<file path="config.mk">
export PLATFORM = sky130hd
export DESIGN_NAME = fifo_stream_drain
export DESIGN_NICKNAME = d
export VERILOG_FILES = /design/src/rtl/fifo_stream_drain.sv
export SDC_FILE = /design/constraint.sdc
export NUM_CORES = 1
export LEC_CHECK = 0
export CELL_PAD_IN_SITES_DETAIL_PLACEMENT = 1
export CELL_PAD_IN_SITES_GLOBAL_PLACEMENT = 1
export CORE_MARGIN = 8
export CORE_UTILIZATION = 42
export CTS_CLUSTER_SIZE = 14
export DETAILED_ROUTE_END_ITERATION = 6
export GPL_TIMING_DRIVEN = 0
export PLACE_DENSITY_LB_ADDON = 0.12
export SLEW_MARGIN = 20
export SYNTH_ARGS = -nofsm -noshare
export SYNTH_HDL_FRONTEND = slang
export SYNTH_SLANG_ARGS = --single-unit
</file>
<file path="constraint.sdc">
create_clock -name clk -period 6.25 [get_ports clk]
set_input_delay 0.9375 -clock clk [delete_from_list [all_inputs] [get_ports clk]]
set_output_delay 0.9375 -clock clk [all_outputs]
set_load 0.005 [all_outputs]
</file>
<file path="src/rtl/fifo_stream_drain.sv">
// ---------------------------------------------------------------------------
// fifo_stream_drain
//   Read-side stage placed directly after a synchronous FIFO. It pops the FIFO
//   through rd_en/empty and turns the FIFO's one-cycle-latency read data into a
//   valid/ready stream. A 2-entry skid buffer keeps full throughput under
//   back-pressure. A pop is never issued while the FIFO is empty.
//
// Parameters
//   FIFO_WIDTH  data width, equal to the FIFO data_out width
//   CNT_WIDTH   width of pop_count
//
// Ports
//   clk            in   single clock, all state on posedge
//   rst_n          in   asynchronous active-low reset
//   fifo_empty     in   FIFO empty flag
//   fifo_data_out  in   FIFO read data, valid the cycle after an accepted pop
//   fifo_rd_en     out  pop request to the FIFO (combinational)
//   m_valid        out  stream data valid (registered)
//   m_ready        in   stream consumer ready
//   m_data         out  stream data, head of the skid buffer (registered)
//   pop_count      out  accepted pops, wraps modulo 2^CNT_WIDTH
// ---------------------------------------------------------------------------
module fifo_stream_drain #(
    parameter int FIFO_WIDTH = 16,
    parameter int CNT_WIDTH  = 16
) (
    input  logic                  clk,
    input  logic                  rst_n,
    input  logic                  fifo_empty,
    input  logic [FIFO_WIDTH-1:0] fifo_data_out,
    output logic                  fifo_rd_en,
    output logic                  m_valid,
    input  logic                  m_ready,
    output logic [FIFO_WIDTH-1:0] m_data,
    output logic [CNT_WIDTH-1:0]  pop_count
);

    logic [1:0]            occ;        // buffered words, 0..2
    logic                  in_flight;  // pop issued last cycle, data arrives now
    logic [FIFO_WIDTH-1:0] entry0;     // head, drives m_data
    logic [FIFO_WIDTH-1:0] entry1;     // skid slot

    logic       drain;
    logic [1:0] occ_left;   // occupancy after this cycle's drain
    logic [2:0] committed;  // buffer slots already spoken for after drain
    logic [1:0] occ_nxt;

    assign drain     = m_valid & m_ready;
    assign occ_left  = occ - {1'b0, drain};
    assign committed = {1'b0, occ_left} + {2'b0, in_flight};
    assign occ_nxt   = occ_left + {1'b0, in_flight};

    // A new pop is only allowed while a slot is still free after counting the
    // word in flight, so the buffer can never overflow even if the consumer
    // stalls forever.
    assign fifo_rd_en = rst_n & ~fifo_empty & (committed < 3'd2);

    assign m_data = entry0;

    always_ff @(posedge clk or negedge rst_n) begin
        if (!rst_n) begin
            occ       <= 2'd0;
            in_flight <= 1'b0;
            entry0    <= '0;
            entry1    <= '0;
            m_valid   <= 1'b0;
            pop_count <= '0;
        end else begin
            in_flight <= fifo_rd_en;
            if (fifo_rd_en)
                pop_count <= pop_count + 1'b1;

            // Skid word moves up to the head when the head is consumed.
            if (drain && (occ == 2'd2))
                entry0 <= entry1;

            // Arriving word goes to the first slot that is free after the drain;
            // this overrides the shift above only in the occ_left==0 case, where
            // no shift happens anyway.
            if (in_flight) begin
                if (occ_left == 2'd0)
                    entry0 <= fifo_data_out;
                else
                    entry1 <= fifo_data_out;
            end

            occ     <= occ_nxt;
            m_valid <= (occ_nxt != 2'd0);
        end
    end

endmodule
</file>
==> results.yml, run 1 <==
synth:
  synth_edf_count: 0
  syn_inst: 175
  synth-async-reset-ratio_pct: 100
  avgSynthCellArea_um2: 13.0
  yosysMostFrequentCell: "dfrtp_1"
  yosys.area.top_type: "dfrtp_1"
  yosysSeqAreaShare_pct: 57.3
  synth_top_area_share_pct: 57.3
  yosys_warnings: 0
  ys_ff_latch: 52
  synth_cell_types: 26
  synth_nets: 199
  synth_area_leaders: "dfrtp_1, mux2i_1, mux2_4, xnor2_1, a21oi_1"
  ys_top_cells_by_count: "dfrtp_1, a21oi_1, mux2i_1, nor2_1, xnor2_1"
  synth_ff_type: "dfrtp_1"
  netlist_area_um2: 2270
hold_path:
  hp-class: "flop to flop"
  whs_endpoint: "pop_count[15]$_DFFE_PN0P_"
  min_path_cells: 1
  hp-start: "pop_count[15]$_DFFE_PN0P_"
floorplanning:
  rows: 26
  dieArea_um2: 8010
  chipWidth_um: 89.5
  start_util_pct: 43.9
  io_pins: 54
  design.core.area_um2: 5170
  chipHeight_um: 89.5
worst_setup_path:
  reg2reg_depth: 10
  crit_chain: "clkdlybuf4s50_1, and2_1, ha_1, inv_1, ha_1, inv_1, ha_1, and3b_1, buf_2, clkdlybuf4s50_1"
  path_delay_family: "buffers and inverters"
  worst_path_most_repeated_cell: "ha_1"
  worstPathRequired_ps: 5310
  reg2reg_slack_ps: 3740
  setup.worst_path.class: "input pin to primary output"
  slowest_delay_ps: 530
  start_kind: "input pin"
  worstSetupEndpointType: "primary output"
  critical_path.max_fanout: 8
  r2r-start: "m_valid$_DFF_PN0_"
  crit_slowest_cell: "clkdlybuf4s50_1"
  r2r_end: "pop_count[15]$_DFFE_PN0P_"
  path_buf_inv: 5
  worstPathArrival_ps: 3180
finish:
  area_growth_pct: 32.6
  nFillCells: 529
  fin_util_pct: 58.2
  nNetsFinal: 260
  n_antenna_cell: 0
  drive_gt1_share_pct: 14.8
drt:
  avgRoutedWirePerCell_um: 18.6
  via_count: 1566
  antenna_left: 0
  viasPerCell: 5.10
  wl_mm: 5.72
  dr.pass1.iters: 4
  drc: 0
  drt_iter0_markers: 46
cts:
  clockRootBuffer: "clkbuf_8"
  clk_path_buf_depth: 2
  cts_made_buffers: 5
  numClockSinks: 52
  insertion_delay_ps: 310
  ctsHtreeMaxLevel: 2
  cts_resized: 0
  cts_setup_buffers: 0
  cts_tree: "yes"
  postCtsHoldBufs: 0
  clkTransAtPathRegs_ps: 80
power_and_ir_drop:
  p_leak_nw: 1.37
  irDropWorstVdd_v: 0.000177
  powerDensity_nw_per_um2: 437
grt:
  antenna_found_initial: 0
  grt_pass1_vias: 1842
  grt_max_degree: 35
  grt_pass1_wl_mm: 9.26
  grt.overflow.total: 0
  grt_use_total_pct: 15.6
placed_design:
  gp_congestion: 0.724
  io_buffers: 53
  dp.final_hpwl_mm: 4.26
timing:
  slew_violations: 0
  hold_viol_final: 0
  maxSlewHeadroom_pct: 52.3
  finClkSkew_ps: 8.73
  setup_viol: 0
  fin_crit_ps: 4120
  setup_tns_ps: 0
  tightest_slew_ps: 710
  post-route-period-util_pct: 65.9
  grt_setup_unrepaired: "no"
  fmax_mhz: 243
flow_run:
  cap_viol_max_count: 0
run_status:
  status: "finished, final reports clean"
-- cell type report --
cell class	count	area [um^2]	share of cell area [%]
buffer	6	46.3	1.54
sequential	52	1300	43.2
inverter	3	11.3	0.374
clock inverter	2	35.0	1.16
tap	70	87.6	2.91
clock buffer	6	72.6	2.41
timing repair buffer	54	546	18.1
multi-input combinational	114	911	30.3
-- power by group --
part / internal, mW / switching (mW)
registers: 0.472 / 0.0911
logic: 0.321 / 0.202
clock network: 0.119 / 0.110
total: 0.912 / 0.404
-- per-layer routing --
metal	track usage [%]	vias to the layer above	wire length (um)
li1	-	727	-
met1	16.8	793	2190
met2	27.1	36	3070
met3	4.87	10	355
met4	7.25	0	97
met5	0	-	0
-- layout by cell type, fill, tap and decap left out, drive strengths merged, types with 5 or more instances in the layout --
cell | netlist | routed
buf | 5 | 7
mux2 | 17 | 17
clkdlybuf4s50 | 0 | 52
nand2 | 6 | 6
a21oi | 16 | 16
dfrtp | 52 | 52
xnor2 | 15 | 15
clkbuf | 1 | 7
nor2 | 16 | 16
nand4 | 5 | 5
mux2i | 16 | 16
nand3 | 7 | 7
-- metrics by stage --
step | power [mW] | setup WS [ps] | hold slack [ps] | instance area [um^2] | std cells
after CTS | 1.34 | 2090 | 483 | 3010 | 307
final | 1.32 | 2130 | 481 | 3010 | 307
after floorplan | 0.841 | 3190 | 468 | 2270 | 175
after global routing | 1.41 | 1990 | 496 | 3010 | 307
after detailed placement | 1.10 | 2090 | 467 | 2900 | 299
after global placement | 1.05 | 1200 | 466 | 2890 | 298
-- kinds of logic (layout without fill, tap and decap cells) --
| family | Yosys count | after routing | synth area share [%] |
|---|---|---|---|
| adder cells (fa/ha/maj) | 4 | 4 | 2.21 |
| AO/OA/AOI/OAI | 17 | 17 | 4.36 |
| XOR/XNOR | 16 | 16 | 6.51 |
| multiplexers | 33 | 33 | 17.1 |
| flip-flops | 52 | 52 | 57.3 |
| buffers and inverters | 9 | 71 | 2.54 |
| AND/OR/NAND/NOR | 44 | 44 | 9.92 |
-- sequential cells by signal, summed over array words and instances (netlist names) --
signal	cells
entry1	16
in_flight	1
m_data	16
m_valid	1
occ	2
pop_count	16
-- worst register-to-register path, cell delays in order (launching register included) --
cell	delay (ps)
dfrtp_1	380
and2_1	190
ha_1	360
inv_1	60
ha_1	180
inv_1	50
ha_1	160
nand2_1	60
nor3_1	600
nand4_1	200
xnor2_1	170
-- worst max-delay path by stage --
stage | cells after the start | end | from
after global routing | 10 | fifo_rd_en | m_ready
final | 10 | fifo_rd_en | m_ready
after CTS | 10 | fifo_rd_en | m_ready
after global placement | 4 | fifo_rd_en | rst_n
after floorplan | 8 | fifo_rd_en | m_ready
after detailed placement | 10 | fifo_rd_en | m_ready
(Power assumes the default switching activity.)
==> run 2: changes to the inputs <==
--- a/config.mk
+++ b/config.mk
@@ -8,7 +8,7 @@
 export CELL_PAD_IN_SITES_DETAIL_PLACEMENT = 1
 export CELL_PAD_IN_SITES_GLOBAL_PLACEMENT = 1
 export CORE_MARGIN = 8
-export CORE_UTILIZATION = 42
+export CORE_UTILIZATION = 39
 export CTS_CLUSTER_SIZE = 14
 export DETAILED_ROUTE_END_ITERATION = 6
 export GPL_TIMING_DRIVEN = 0
==> constraint.sdc (replaced) <==
create_clock -name clk -period 4.1 [get_ports clk]
set_input_delay 0.615 -clock clk [delete_from_list [all_inputs] [get_ports clk]]
set_output_delay 0.615 -clock clk [all_outputs]
set_load 0.005 [all_outputs]
==> run 2 against run 1 <==
Critical path depth stayed put. Register-to-register slack worse by 2200 ps. Sequential power up 52%. Sequential share of layout area grew 0.22 points. Routed wire length decreased by 3.8%. Design area down 0.50%. Global-route usage decreased by 2.2 points. First-iteration DRC count down 39%. Total power grew 51%. Sequential cell count is the same. Clock power increased by 52%. Via count shrank 0.89%. Critical path type unchanged.
==> results.yml, run 2 (synthesis results as in run 1) <==
run_status:
  status: "finished, final reports clean"
finish:
  area_growth_pct: 32.0
  fin_area_um2: 3000
  nFillCells: 581
  nNetsFinal: 259
  n_antenna_cell: 0
  drive_gt1_share_pct: 14.4
  instances_no_fill: 308
  final_cell_mix: "dfrtp_1, clkdlybuf4s50_1, mux2i_1, nor2_1, a21oi_1"
timing:
  fmax_mhz: 287
  slew_violations: 0
  grt_setup_unrepaired: "no"
  maxSlewHeadroom_pct: 52.5
  hold_viol_final: 0
  post-route-period-util_pct: 85.1
  hold_slack_ps: 335
  tightest_slew_ps: 708
  setup_viol: 0
  fin_ws_ps: 610
  fin_crit_ps: 3490
  finClkSkew_ps: 13.0
cts:
  clk_path_buf_depth: 2
  cts_resized: 0
  insertion_delay_ps: 310
  cts_tree: "yes"
  ctsHtreeMaxLevel: 2
  postCtsHoldBufs: 0
  clkTransAtPathRegs_ps: 100
  cts_made_buffers: 5
  numClockSinks: 52
  cts_setup_buffers: 0
  clockRootBuffer: "clkbuf_8"
placed_design:
  gp_congestion: 0.676
  dp.final_hpwl_mm: 4.05
  io_buffers: 53
  place_area_um2: 2890
  dp_slack_ps: 602
  dp_cells: 300
floorplanning:
  chipWidth_um: 92.3
  rows: 27
  dieArea_um2: 8520
  start_util_pct: 40.7
  design.core.area_um2: 5570
  chipHeight_um: 92.3
  io_pins: 54
hold_path:
  hp-class: "input pin to asynchronous set/reset pin"
worst_setup_path:
  critical_path.max_fanout: 8
  worstPathRequired_ps: 3480
  worstPathArrival_ps: 2880
  setup.worst_path.class: "input pin to primary output"
  worstSetupEndpointType: "primary output"
  start_kind: "input pin"
power_and_ir_drop:
  total_power_mw: 1.99
  p_leak_nw: 1.37
  powerDensity_nw_per_um2: 663
  irDropWorstVdd_v: 0.000273
drt:
  wl_mm: 5.50
  avgRoutedWirePerCell_um: 17.9
  antenna_left: 0
  via_count: 1552
  drt_iter0_markers: 28
  viasPerCell: 5.04
  drc: 0
  dr.pass1.iters: 4
grt:
  antenna_found_initial: 0
  grt.overflow.total: 0
  grt_pass1_wl_mm: 9.03
  grt_use_total_pct: 13.4
  grt_max_degree: 55
  grt_pass1_vias: 1820
flow_run:
  cap_viol_max_count: 0
[run 2: worst max-delay path, stage by stage]
cell,delay [ps]
clkdlybuf4s50_1,390
and2_1,160
ha_1,360
inv_1,60
ha_1,180
inv_1,60
ha_1,160
and3b_1,160
buf_2,190
clkdlybuf4s50_1,540
[run 2: cell type report]
cell class	count	area (um^2)	area share (%)
Multi-Input combinational cell	114	911	30.4
Inverter	3	11.3	0.376
Tap cell	72	90.1	3.01
Clock buffer	6	72.6	2.42
Timing Repair Buffer	53	528	17.6
Clock inverter	2	35.0	1.17
Sequential cell	52	1300	43.4
Buffer	6	46.3	1.55
[run 2: power breakdown]
part | switching [mW] | internal, mW
sequential | 0.137 | 0.719
combinational | 0.296 | 0.486
clock | 0.167 | 0.181
total | 0.600 | 1.39
[run 2: per-layer routing]
| metal | share of wire [%] | GRT usage (%) |
|---|---|---|
| met5 | 0 | 0 |
| met4 | 1.5 | 4.16 |
| met3 | 6.2 | 4.97 |
| met2 | 53 | 23.6 |
| met1 | 40 | 14.4 |
[run 2: worst paths after layout]
| path | start | endpoint | slack [ps] | cells after the start |
|---|---|---|---|---|
| max in group asynchronous | rst_n | entry1[9]$_DFFE_PN0P_ | 3290 | 1 |
| min | rst_n | pop_count[1]$_DFFE_PN0P_ | 340 | 1 |
| min reg2reg | pop_count[15]$_DFFE_PN0P_ | pop_count[15]$_DFFE_PN0P_ | 490 | 1 |
| max reg2reg | m_valid$_DFF_PN0_ | pop_count[15]$_DFFE_PN0P_ | 1540 | 10 |
| max | m_ready | fifo_rd_en | 610 | 10 |
| min in group clk | pop_count[15]$_DFFE_PN0P_ | pop_count[15]$_DFFE_PN0P_ | 490 | 1 |
[run 2: metrics by stage]
step                TNS [ps]  utilization (%)
detailed placement         0             51.8
global placement        -311             51.9
finish                     0             53.7
CTS                        0             53.7
floorplan                  0                -
global route               0             53.7
==> run 3: changes to the inputs <==
--- a/config.mk
+++ b/config.mk
@@ -7,10 +7,12 @@
 export LEC_CHECK = 0
 export CELL_PAD_IN_SITES_DETAIL_PLACEMENT = 1
 export CELL_PAD_IN_SITES_GLOBAL_PLACEMENT = 1
+export CORE_ASPECT_RATIO = 2
 export CORE_MARGIN = 8
 export CORE_UTILIZATION = 39
 export CTS_CLUSTER_SIZE = 14
 export DETAILED_ROUTE_END_ITERATION = 6
+export GPL_ROUTABILITY_DRIVEN = 0
 export GPL_TIMING_DRIVEN = 0
 export PLACE_DENSITY_LB_ADDON = 0.12
 export SLEW_MARGIN = 20
==> run 3 against run 2 <==
Hold slack lost 22 ps. Cell count shrank 3.9%. Sequential share of layout area shrank 0.73 points. Highest routed layer unchanged. Sequential power grew 0.5%. Utilization grew 0.087 points. Global-route usage grew 0.28 points. Largest cell class unchanged. Clock-buffer cell count shrank 1.
==> results.yml, run 3 (synthesis results as in run 1) <==
drt:
  viasPerCell: 5.26
  antenna_left: 0
  dr.pass1.iters: 4
  dr_wl_met3_um: 341
  drt_iter0_markers: 66
  route.met2.wl_mm: 3.37
  via_count: 1557
  m1WireLength_mm: 1.99
  avgRoutedWirePerCell_um: 19.6
  drc: 0
  wl_mm: 5.79
  top_layer: "met4"
cts:
  clockRootBuffer: "clkbuf_16"
  cts_resized: 0
  insertion_delay_ps: 290
  ctsHtreeMaxLevel: 2
  cts_setup_buffers: 0
  postCtsHoldBufs: 0
  numClockSinks: 52
  clkTransAtPathRegs_ps: 60
  cts_tree: "yes"
  cts_made_buffers: 5
  clk_path_buf_depth: 2
power_and_ir_drop:
  irDropWorstVdd_v: 0.000420
  powerDensity_nw_per_um2: 693
  p_leak_nw: 1.39
  total_power_mw: 2.11
finish:
  area_growth_pct: 34.2
  n_antenna_cell: 0
  final_cell_mix: "dfrtp_1, clkdlybuf4s50_1, mux2i_1, nor2_1, a21oi_1"
  drive_gt1_share_pct: 14.5
  nNetsFinal: 260
  fin_area_um2: 3050
worst_setup_path:
  r2r-start: "m_valid$_DFF_PN0_"
  start_kind: "input pin"
  r2r_end: "pop_count[15]$_DFFE_PN0P_"
  setup.worst_path.class: "input pin to primary output"
  critical_path.max_fanout: 8
  worstSetupEndpointType: "primary output"
  worstPathArrival_ps: 2870
  reg2reg_depth: 10
  reg2reg_slack_ps: 1520
  worstPathRequired_ps: 3480
hold_path:
  hp-class: "input pin to asynchronous set/reset pin"
grt:
  grt_pass1_vias: 1865
  grt_pass1_wl_mm: 9.28
  grt.overflow.total: 0
  antenna_found_initial: 0
  grt_use_total_pct: 13.6
  grt_max_degree: 31
floorplanning:
  chipHeight_um: 124
  rows: 39
  start_util_pct: 40.1
  dieArea_um2: 8660
  design.core.area_um2: 5660
  io_pins: 54
  chipWidth_um: 69.9
timing:
  hold_viol_final: 0
  slew_violations: 0
  fmax_mhz: 287
  tightest_slew_ps: 755
  setup_tns_ps: 0
  maxSlewHeadroom_pct: 49.3
  hold_slack_ps: 314
  finClkSkew_ps: 3.98
  fin_crit_ps: 3490
  setup_viol: 0
  post-route-period-util_pct: 85.1
  grt_setup_unrepaired: "no"
flow_run:
  cap_viol_max_count: 0
placed_design:
  io_buffers: 53
  dp.final_hpwl_mm: 4.48
  place_area_um2: 2890
run_status:
  status: "finished, final reports clean"
[run 3: power breakdown]
group	switching [mW]	total, mW	internal (mW)
registers	0.139	0.860	0.721
logic	0.310	0.800	0.490
clock network	0.169	0.450	0.281
[run 3: layout make-up]
class	count	area (um^2)
Inverter	3	11.3
Sequential cell	52	1300
Buffer	6	46.3
Multi-Input combinational cell	114	911
Fill cell	583	2610
Tap cell	61	76.3
Clock inverter	1	30.0
Timing Repair Buffer	54	546
Clock buffer	5	125
[run 3: metrics by stage]
stage               std cells  setup slack (ps)  util [%]
detailed placement        290               568      51.1
floorplan                 175              1680         -
CTS                       296               560      53.8
global placement          289              -260      50.8
global route              296               475      53.8
finish                    296               611      53.8
[run 3: critical path, stage by stage]
cell and delay, ps:
clkdlybuf4s50_1 390, and2_1 160, ha_1 360, inv_1 60, ha_1 180, inv_1 60
ha_1 160, and3b_1 160, buf_2 190, clkdlybuf4s50_1 540
[run 3: worst max path at each step]
stage	depth (start not counted)	startpoint	slack, ps	end
after detailed placement	10	m_ready	570	fifo_rd_en
after global routing	10	m_ready	470	fifo_rd_en
after global placement	4	rst_n	-260	fifo_rd_en
after CTS	10	m_ready	560	fifo_rd_en
after floorplan	11	m_ready	1680	pop_count[6]$_DFFE_PN0P_
final	10	m_ready	610	fifo_rd_en
[run 3: metal layers]
metal  up-vias  global-route usage, %
met5         -                      0
met1       788                   12.5
met4         0                   5.06
li1        720                      -
met3         7                   4.86
met2        42                   26.6
